**src/rtl/btb_update_ctrl.sv**
```systemverilog
// btb_update_ctrl: carries BTB lookups through IF/ID and ID/EX, resolves branches in EX, issues filtered BTB writes.
// Define BTB_STATS_EN to add saturating branch_cnt / mispredict_cnt outputs.
module btb_update_ctrl #(
   parameter int CNT_ADDR_LEN = 6
) (
   input  logic        clk,
   input  logic        rst_n,
   input  logic        if_valid,
   input  logic [31:0] if_pc,
   input  logic        if_predicted,
   input  logic [31:0] if_predicted_pc,
   input  logic        id_stall,
   input  logic        ex_stall,
   input  logic        id_flush,
   input  logic        ex_is_branch,
   input  logic        ex_taken,
   input  logic [31:0] ex_target,
   output logic        mispredict,
   output logic [31:0] redirect_pc,
   output logic        wr_req,
   output logic [31:0] wr_PC,
   output logic [31:0] wr_predicted_PC
`ifdef BTB_STATS_EN
   ,
   output logic [31:0] branch_cnt,
   output logic [31:0] mispredict_cnt
`endif
);
   localparam int N = 1 << CNT_ADDR_LEN;
   typedef struct packed {
      logic        valid;
      logic [31:0] pc;
      logic        pred;
      logic [31:0] pred_pc;
   } slot_t;
   slot_t ifid, idex;
   logic [1:0] cnt [N];
   logic [CNT_ADDR_LEN-1:0] idx;
   logic [31:0] pc4, actual_next, pred_next;
   logic [1:0] cnt_old, cnt_new;
   logic resolve, wr_take, wr_nt, do_wr;
   always_comb begin
      idx = idex.pc[CNT_ADDR_LEN+1:2];
      pc4 = idex.pc + 32'd4;
      resolve = idex.valid & ex_is_branch & ~ex_stall;
      actual_next = ex_taken ? ex_target : pc4;
      pred_next = idex.pred ? idex.pred_pc : pc4;
      mispredict = resolve & (actual_next != pred_next);
      redirect_pc = resolve ? actual_next : 32'd0;
      cnt_old = cnt[idx];
      cnt_new = ex_taken ? ((cnt_old == 2'd3) ? 2'd3 : cnt_old + 2'd1)
                         : ((cnt_old == 2'd0) ? 2'd0 : cnt_old - 2'd1);
      wr_take = ex_taken & (~idex.pred | (idex.pred_pc != ex_target));
      // no invalidate on the BTB: rewriting with fall-through neutralises the entry
      wr_nt = ~ex_taken & idex.pred & (idex.pred_pc != pc4) & (cnt_new <= 2'd1);
      do_wr = resolve & (wr_take | wr_nt);
   end
   always_ff @(posedge clk or negedge rst_n)
      if (!rst_n) begin
         ifid <= '0;
         idex <= '0;
         wr_req <= 1'b0;
         wr_PC <= 32'd0;
         wr_predicted_PC <= 32'd0;
         for (int i = 0; i < N; i++) cnt[i] <= 2'b01;
      end else begin
         if (mispredict || id_flush) ifid.valid <= 1'b0;
         else if (!(ex_stall || id_stall)) ifid <= {if_valid, if_pc, if_predicted, if_predicted_pc};
         if (mispredict || (!ex_stall && id_stall)) idex.valid <= 1'b0;
         else if (!ex_stall) idex <= ifid;
         wr_req <= do_wr;
         if (do_wr) begin
            wr_PC <= idex.pc;
            wr_predicted_PC <= ex_taken ? ex_target : pc4;
         end
         if (resolve) cnt[idx] <= cnt_new;
      end
`ifdef BTB_STATS_EN
   always_ff @(posedge clk or negedge rst_n)
      if (!rst_n) begin
         branch_cnt <= 32'd0;
         mispredict_cnt <= 32'd0;
      end else begin
         if (resolve && branch_cnt != '1) branch_cnt <= branch_cnt + 32'd1;
         if (mispredict && mispredict_cnt != '1) mispredict_cnt <= mispredict_cnt + 32'd1;
      end
`endif
endmodule

```
**config.mk**
```make
export PLATFORM = sky130hd
export DESIGN_NAME = btb_update_ctrl
export DESIGN_NICKNAME = d
export VERILOG_FILES = /design/src/rtl/btb_update_ctrl.sv
export SDC_FILE = /design/constraint.sdc
export NUM_CORES = 1
export LEC_CHECK = 0
export ABC_CLOCK_PERIOD_IN_PS = 3500
export BUFFER_PORTS_ARGS = -buffer_cell sky130_fd_sc_hd__clkbuf_2
export CAP_MARGIN = 40
export CORE_MARGIN = 4
export CORE_UTILIZATION = 45
export CTS_BUF_LIST = sky130_fd_sc_hd__clkbuf_8 sky130_fd_sc_hd__clkbuf_16
export DETAILED_ROUTE_END_ITERATION = 8
export PLACE_DENSITY_LB_ADDON = 0.3
export SLEW_MARGIN = 10
export SYNTH_ARGS = -nofsm -noshare
export SYNTH_HDL_FRONTEND = slang
export SYNTH_SLANG_ARGS = --single-unit
```
**constraint.sdc**
```tcl
create_clock -name clk -period 3.5 [get_ports clk]
set_clock_uncertainty 0.1 [all_clocks]
set_input_delay 0.175 -clock clk [delete_from_list [all_inputs] [get_ports clk]]
set_output_delay 0.175 -clock clk [all_outputs]
set_load 0.005 [all_outputs]
```
## Yosys cells after proc, flatten, opt, wreduce, memory -nomap -nowiden

Cells that the tools add are included.

- Add/sub/neg operators: 3
- Multipliers: 0
- Div/mod/pow operators: 0
- Order comparisons: 3
- Equal/unequal tests: 6
- Shift-type cells: 0
- Muxes and demuxes: 16
- Bitwise logic cells: 17
- Reductions and logical operators: 9

Operators with widths:

| operator | number |
|---|---|
| 66-bit two-way mux | 2 |
| 128-bit bitwise mux | 1 |
| 32-bit two-way mux | 3 |
| 32-bit != test | 3 |
| 32-bit by 3-bit adder with 32-bit output (second input constant) | 1 |
| 2-bit binary-select mux with 6-bit select | 1 |
| 2-bit demux with 6-bit select | 1 |
| 2-bit two-way mux | 6 |
| 1-bit bitwise AND | 8 |
| 7-bit greater-or-equal comparator (second input constant) | 1 |
| 7-bit by 1-bit less-than comparator with 1-bit output (second input constant) | 1 |
| 6-bit NOT with 7-bit output | 1 |
| 1-bit NOT | 6 |
| 2-bit AND reduction | 2 |
| 1-bit logical OR | 3 |
| 2-bit by 1-bit adder with 2-bit output (second input constant) | 1 |
| 2-bit == test (second input constant) | 1 |
| 2-bit by 1-bit <= comparator with 1-bit output (second input constant) | 1 |
| 1-bit logical AND | 2 |
| 2-bit zero test | 1 |
| 1-bit two-way mux | 2 |
| 2-bit by 1-bit != test with 1-bit output (second input constant) | 1 |
| 2-bit != test (second input constant) | 1 |
| 1-bit OR | 2 |
| other kinds (2) | 2 |

- Flip-flop bits (word level): 325
- Latch bits: 0
- RAM bits: 0
- Memory bits (read-only): 0
- Input port bits: 105
- Output and inout bits: 98
- Logic and storage cells: 129
- Memories: 0

## Logic depth before layout (Yosys ltp)

- Depth after elaboration: 11
- Gate-level depth with buffers: 15
- Depth with buffers taken out: 10

## Worst setup path before layout

Ideal clock, no wire load.

- Path kind: register -> register
- Start: register idex[35] in the netlist's numbering
- End: register wr_PC[26]
- Library setup time: 125 ps
- Data arrival time: 3607 ps
- Required time: 3275 ps
- Slack: -331 ps
- Stages on the path, launching flop included: 13
- Buffers on the path: 4
- Period minus slack after synthesis: 3831 ps
- Cells stage by stage: dfrtp_1 > buf_1 > buf_1 > mux4_2 > mux2i_1 > o22ai_1 > a221oi_1 > nand3_1 > a311o_1 > nor2_1 > buf_2 > buf_2 > mux2_2

- Cells in the longest elaborated chain, start to end: 11
- Elaborated cells between the ends (all ways): 18
- Classes of those cells: add/sub: 3; order compare: 1; eq/ne: 2; mux: 6; bitwise: 5; reduce/logical: 1

RTL lines:

| element | RTL line | source |
|---|---|---|
| start, declared | 36 | `slot_t ifid, idex;` |
| start signal, assigned | 70 | `else if (!ex_stall) idex <= ifid;` |
| 6-bit NOT with 7-bit output (implied by the code) | 50 | `cnt_old = cnt[idx];` |
| 2-bit binary-select mux with 6-bit select | 50 |  |
| 2-bit two-way mux (implied by the code) (2 in a row) | 50 |  |
| 2-bit by 1-bit subtractor with 2-bit output (tied with other cells) | 52 | `: ((cnt_old == 2'd0) ? 2'd0 : cnt_old - 2'd1);` |
| 2-bit two-way mux, on equally long branches | 52, 51 |  |
| 2-bit two-way mux | 51 | `cnt_new = ex_taken ? ((cnt_old == 2'd3) ? 2'd3 : cnt_old + 2'd1)` |
| 2-bit by 1-bit <= comparator with 1-bit output | 55 | `wr_nt = ~ex_taken & idex.pred & (idex.pred_pc != pc4) & (cnt_new <= 2'd1);` |
| 1-bit bitwise AND (*) | 55 |  |
| 1-bit OR (*) | 56 | `do_wr = resolve & (wr_take \| wr_nt);` |
| 1-bit bitwise AND (*) | 56 |  |
| end signal, assigned | 73 | `wr_PC <= idex.pc;` |
| end, declared | 21 | `output logic [31:0] wr_PC,` |

Mark *: on every way between the ends. The rest lies on a longest branch, timed or not. The select of a mux whose other input is x is not followed.
A chain may end at the register's enable or synchronous reset.

## Worst setup path in the final report

- Start: register idex[36] in the netlist's numbering
- End: output port mispredict

- Cells in the longest elaborated chain, start to end: 4
- Elaborated cells between the ends (all ways): 5
- Classes of those cells: add/sub: 1; eq/ne: 1; mux: 2; bitwise: 1

RTL lines:

| element | RTL line | source |
|---|---|---|
| 32-bit by 3-bit adder with 32-bit output (*) | 44 | `pc4 = idex.pc + 32'd4;` |
| 32-bit two-way mux, on equally long branches | 46, 47 |  |
| 32-bit != test (*) | 48 | `mispredict = resolve & (actual_next != pred_next);` |
| 1-bit bitwise AND (*) | 48 |  |
| end, declared | 18 | `output logic mispredict,` |

Mark *: on every way between the ends. The rest lies on a longest branch, timed or not.

==> metrics.txt <==
fillers=3,765; final hold violations=0; number of CTS-inserted buffers=37; CP required=3.22 ns; post-DR vias/cell=6.17; Compound-Gate Fraction of Synth Area=16.9%; initial antenna violation count=0; asr flop ratio synth=100%; mean post-synth cell area=9.43 µm²; WHS=0.0168 ns; CTS clock-pin slew for the worst setup and hold paths=0.06 ns; Final Util=60.6%; drt total wl=79,800 µm; aggregate global-route resource usage=32.4%; Post-DP HPWL=58,400 µm; area of the core=44,100 µm²; DRC errors left=0; LEAKAGE=0.0120 µW; crit-path max FO=7; pwr/cell area=511 nW/µm²; Crit. End Element=primary output; Yosys Warn Count=0; cell taking the most area after synthesis=dfrtp_1; die area=48,000 µm²; CP Class=reg2out; CTS sink count=325; Initial DRC Count=2,110; number of enable flip-flop cells after synthesis=0; Nets=2,740; fin crit share=118%; synthesized-area fraction occupied by adder cells=0.162%; fin crit period=4.14 ns; first-pass GRT wire length=120,000 µm; Die H=219 µm; drt first pass iters=6; Routed WL per cell=24.5 µm; Slew headroom=31.3%; Yosys top cell area share=32.6%; routability congestion estimate from global placement=1.00; CTS HTree Levels=2; main combinational cell family by area after synthesis=compound AO/OA/AOI/OAI gates; Critical Path Max Stage Delay=0.38 ns; worst slew pin tran=1.02 ns; failing checks=negative setup slack; dominant cells by area after synthesis=dfrtp_1 (33%), mux2_2 (9.8%), dfstp_2 (8.4%); Crit-path slowest cell=dfrtp_1; clk_lat worst skew=0.58 ns; Buf/Inv on CP=7; Max Slew Vio Count=0; CP most frequent cell=buf_4; Layout area overhead=33.3%; GR Overflow Total=0; RSZ-0062 raised after global routing=true; Inst Count DP=3,084; # IOs=203; share of layout cells above drive strength 1=37.0%; Crit path max-delay family=buffers and inverters; final worst slack=-0.643 ns; FF+latch count, synth=325; Clock Path Buffers=3; sequential share of the synthesized area=41.0%; Worst EP arrival=3.87 ns; CTS tree=done; Synth cell types=82; Post-Synthesis Cells=2,127; Simple-Gate Fraction of Synth Area=15.2%; Hold Crit Class=in2reg; pin count of the biggest net entering global routing=87; mux cell area share after synthesis=14.0%; Mapped Nets=2,233; Antenna Violating Nets Remaining=0; Syn Std Cell Area=20,100 µm²; peak supply drop=396 µV; vias in the first global route=19,800; buffers added on ports=202; endpoints failing setup=328; FMAX=241 MHz; Most used DFF post-synth=dfrtp_1; chip width=219 µm; Setup crit start kind=flop; Tot Pwr=13,700 µW; n_diodes=0; Post-Synth XOR/XNOR Area=5.32%; root buffer cell=clkbuf_16; Via Count=20,100; Sum Neg Setup Slack=-107.33 ns; maxcap violations=0; row cnt=77; starting density of the core=45.4%; Non-Filler Instances=3,251; status=complete, but fails checks; CP cell instances=buf_4, buf_6, and3_4, buf_4, and4_4, nand4_1, buf_4, xnor2_1, o31a_1, a211o_1, nor4bb_1, buf_4, a31oi_4, buf_12, clkbuf_2
## worst min-delay path: stages
cell and delay, ns:
clkbuf_2 0.19, o21ai_0 0.14, mux2i_1 0.14
## routing by layer
metal  GRT usage, %  vias to the layer above  share of wire, %
met5              0                        -                 0
met4           9.88                        0               3.4
met3           6.42                      155                10
met2           49.0                     1154                43
met1           47.1                     9918                43
li1               -                     8846                 -
## cell usage in the layout (no fill, tap or decap), types with 6 or more instances in the layout
master	synthesis	routed
o311ai_0	46	25
clkbuf_16	0	40
o32ai_1	66	65
nor4_1	20	12
a22oi_1	15	15
clkbuf_2	4	201
a31oi_1	76	73
xor2_1	21	21
nand2b_1	8	7
nand4_1	32	32
mux2_2	174	174
nor2b_1	11	11
o31ai_1	13	12
or3_1	7	6
nand2_1	243	242
dfstp_2	64	64
inv_1	158	165
o21ai_0	36	32
xnor2_1	88	84
dlygate4sd3_1	0	82
a221oi_1	19	15
dfrtp_1	261	259
and3_1	12	10
mux2i_1	53	52
o22ai_1	78	78
nor3_1	30	28
or4_1	71	63
mux4_2	14	14
clkbuf_8	0	7
o311ai_1	21	37
or4_4	4	12
buf_12	0	18
nor2_1	93	88
nand3_1	42	42
a211oi_1	8	8
a21oi_1	33	32
buf_6	7	10
and2_1	12	11
buf_4	4	357
## logic make-up (layout without fill, tap and decap cells)
logic type	Yosys count	after routing
XOR/XNOR	114	114
buffers and inverters	370	902
adder cells (fa/ha/maj)	3	3
multiplexers	241	241
flip-flops	325	325
AO/OA/AOI/OAI	466	466
AND/OR/NAND/NOR	608	608
## final timing paths
path,startpoint,to,slack [ns],cells past startpoint
min in group asynchronous,rst_n,cnt[47]$_DFFE_PN0P_,0.08,2
worst max-delay path,idex[36]$_DFFE_PN0P_,mispredict,-0.64,15
worst min register to register,idex[65]$_DFFE_PN0P_,idex[65]$_DFFE_PN0P_,0.39,2
max in group asynchronous,rst_n,idex[37]$_DFFE_PN0P_,2.30,3
worst min-delay path,ex_target[13],wr_predicted_PC[13]$_DFFE_PN0P_,0.02,3
worst max register to register,idex[35]$_DFFE_PN0P_,idex[28]$_DFFE_PN0P_,-0.57,12
## sequential cells by signal, summed over array words and instances, names as in the netlist
name / count
idex: 66
wr_req: 1
wr_predicted_PC: 32
cnt: 128
wr_PC: 32
ifid: 66
## per-stage QoR
step                worst slack [ns]  instance area [µm²]
floorplan                     -0.174                20100
global placement              -0.751                24000
detailed placement            -0.819                24000
CTS                           -0.623                26400
global route                  -0.731                26700
finish                        -0.643                26700
## layout make-up
| class | instances | area [µm²] | share of cell area (%) |
|---|---|---|---|
| inverters | 162 | 611 | 2.28 |
| multi-input cells | 1432 | 10800 | 40.2 |
| well taps | 592 | 741 | 2.77 |
| flip-flops and latches | 325 | 8220 | 30.7 |
| clock buffers | 44 | 1020 | 3.82 |
| clock inverters | 20 | 198 | 0.739 |
| repair buffers | 676 | 5190 | 19.4 |
## where the power goes
part           switching, µW  internal (µW)  leakage [µW]
logic                   2890           2200       0.00732
registers                430           4260       0.00400
clock network           1650           2250      0.000629
## repair_timing
| item | CTS | global route |
|---|---|---|
| resized for setup | 37 | 64 |
| endpoints found under the hold margin | 161 | 0 |
| pin swaps | 16 | 14 |
| buffers inserted | 11 | 4 |
| endpoints found under the setup margin | 332 | 331 |
| hold buffers | 82 | 0 |
| gates cloned | 3 | 3 |
## Yosys cell counts (30+ instances only)
master and number:
o21ai_0 36, o32ai_1 66, clkbuf_1 153, a21oi_1 33
o22ai_1 78, dfstp_2 64, xnor2_1 88, nand4_1 32
nand2_1 243, nand3_1 42, nor3_1 30, mux2_2 174
or4_1 71, o311ai_0 46, mux2i_1 53, nor2_1 93
a31oi_1 76, dfrtp_1 261, inv_1 158
No activity file was read; power rests on OpenSTA's default activity.
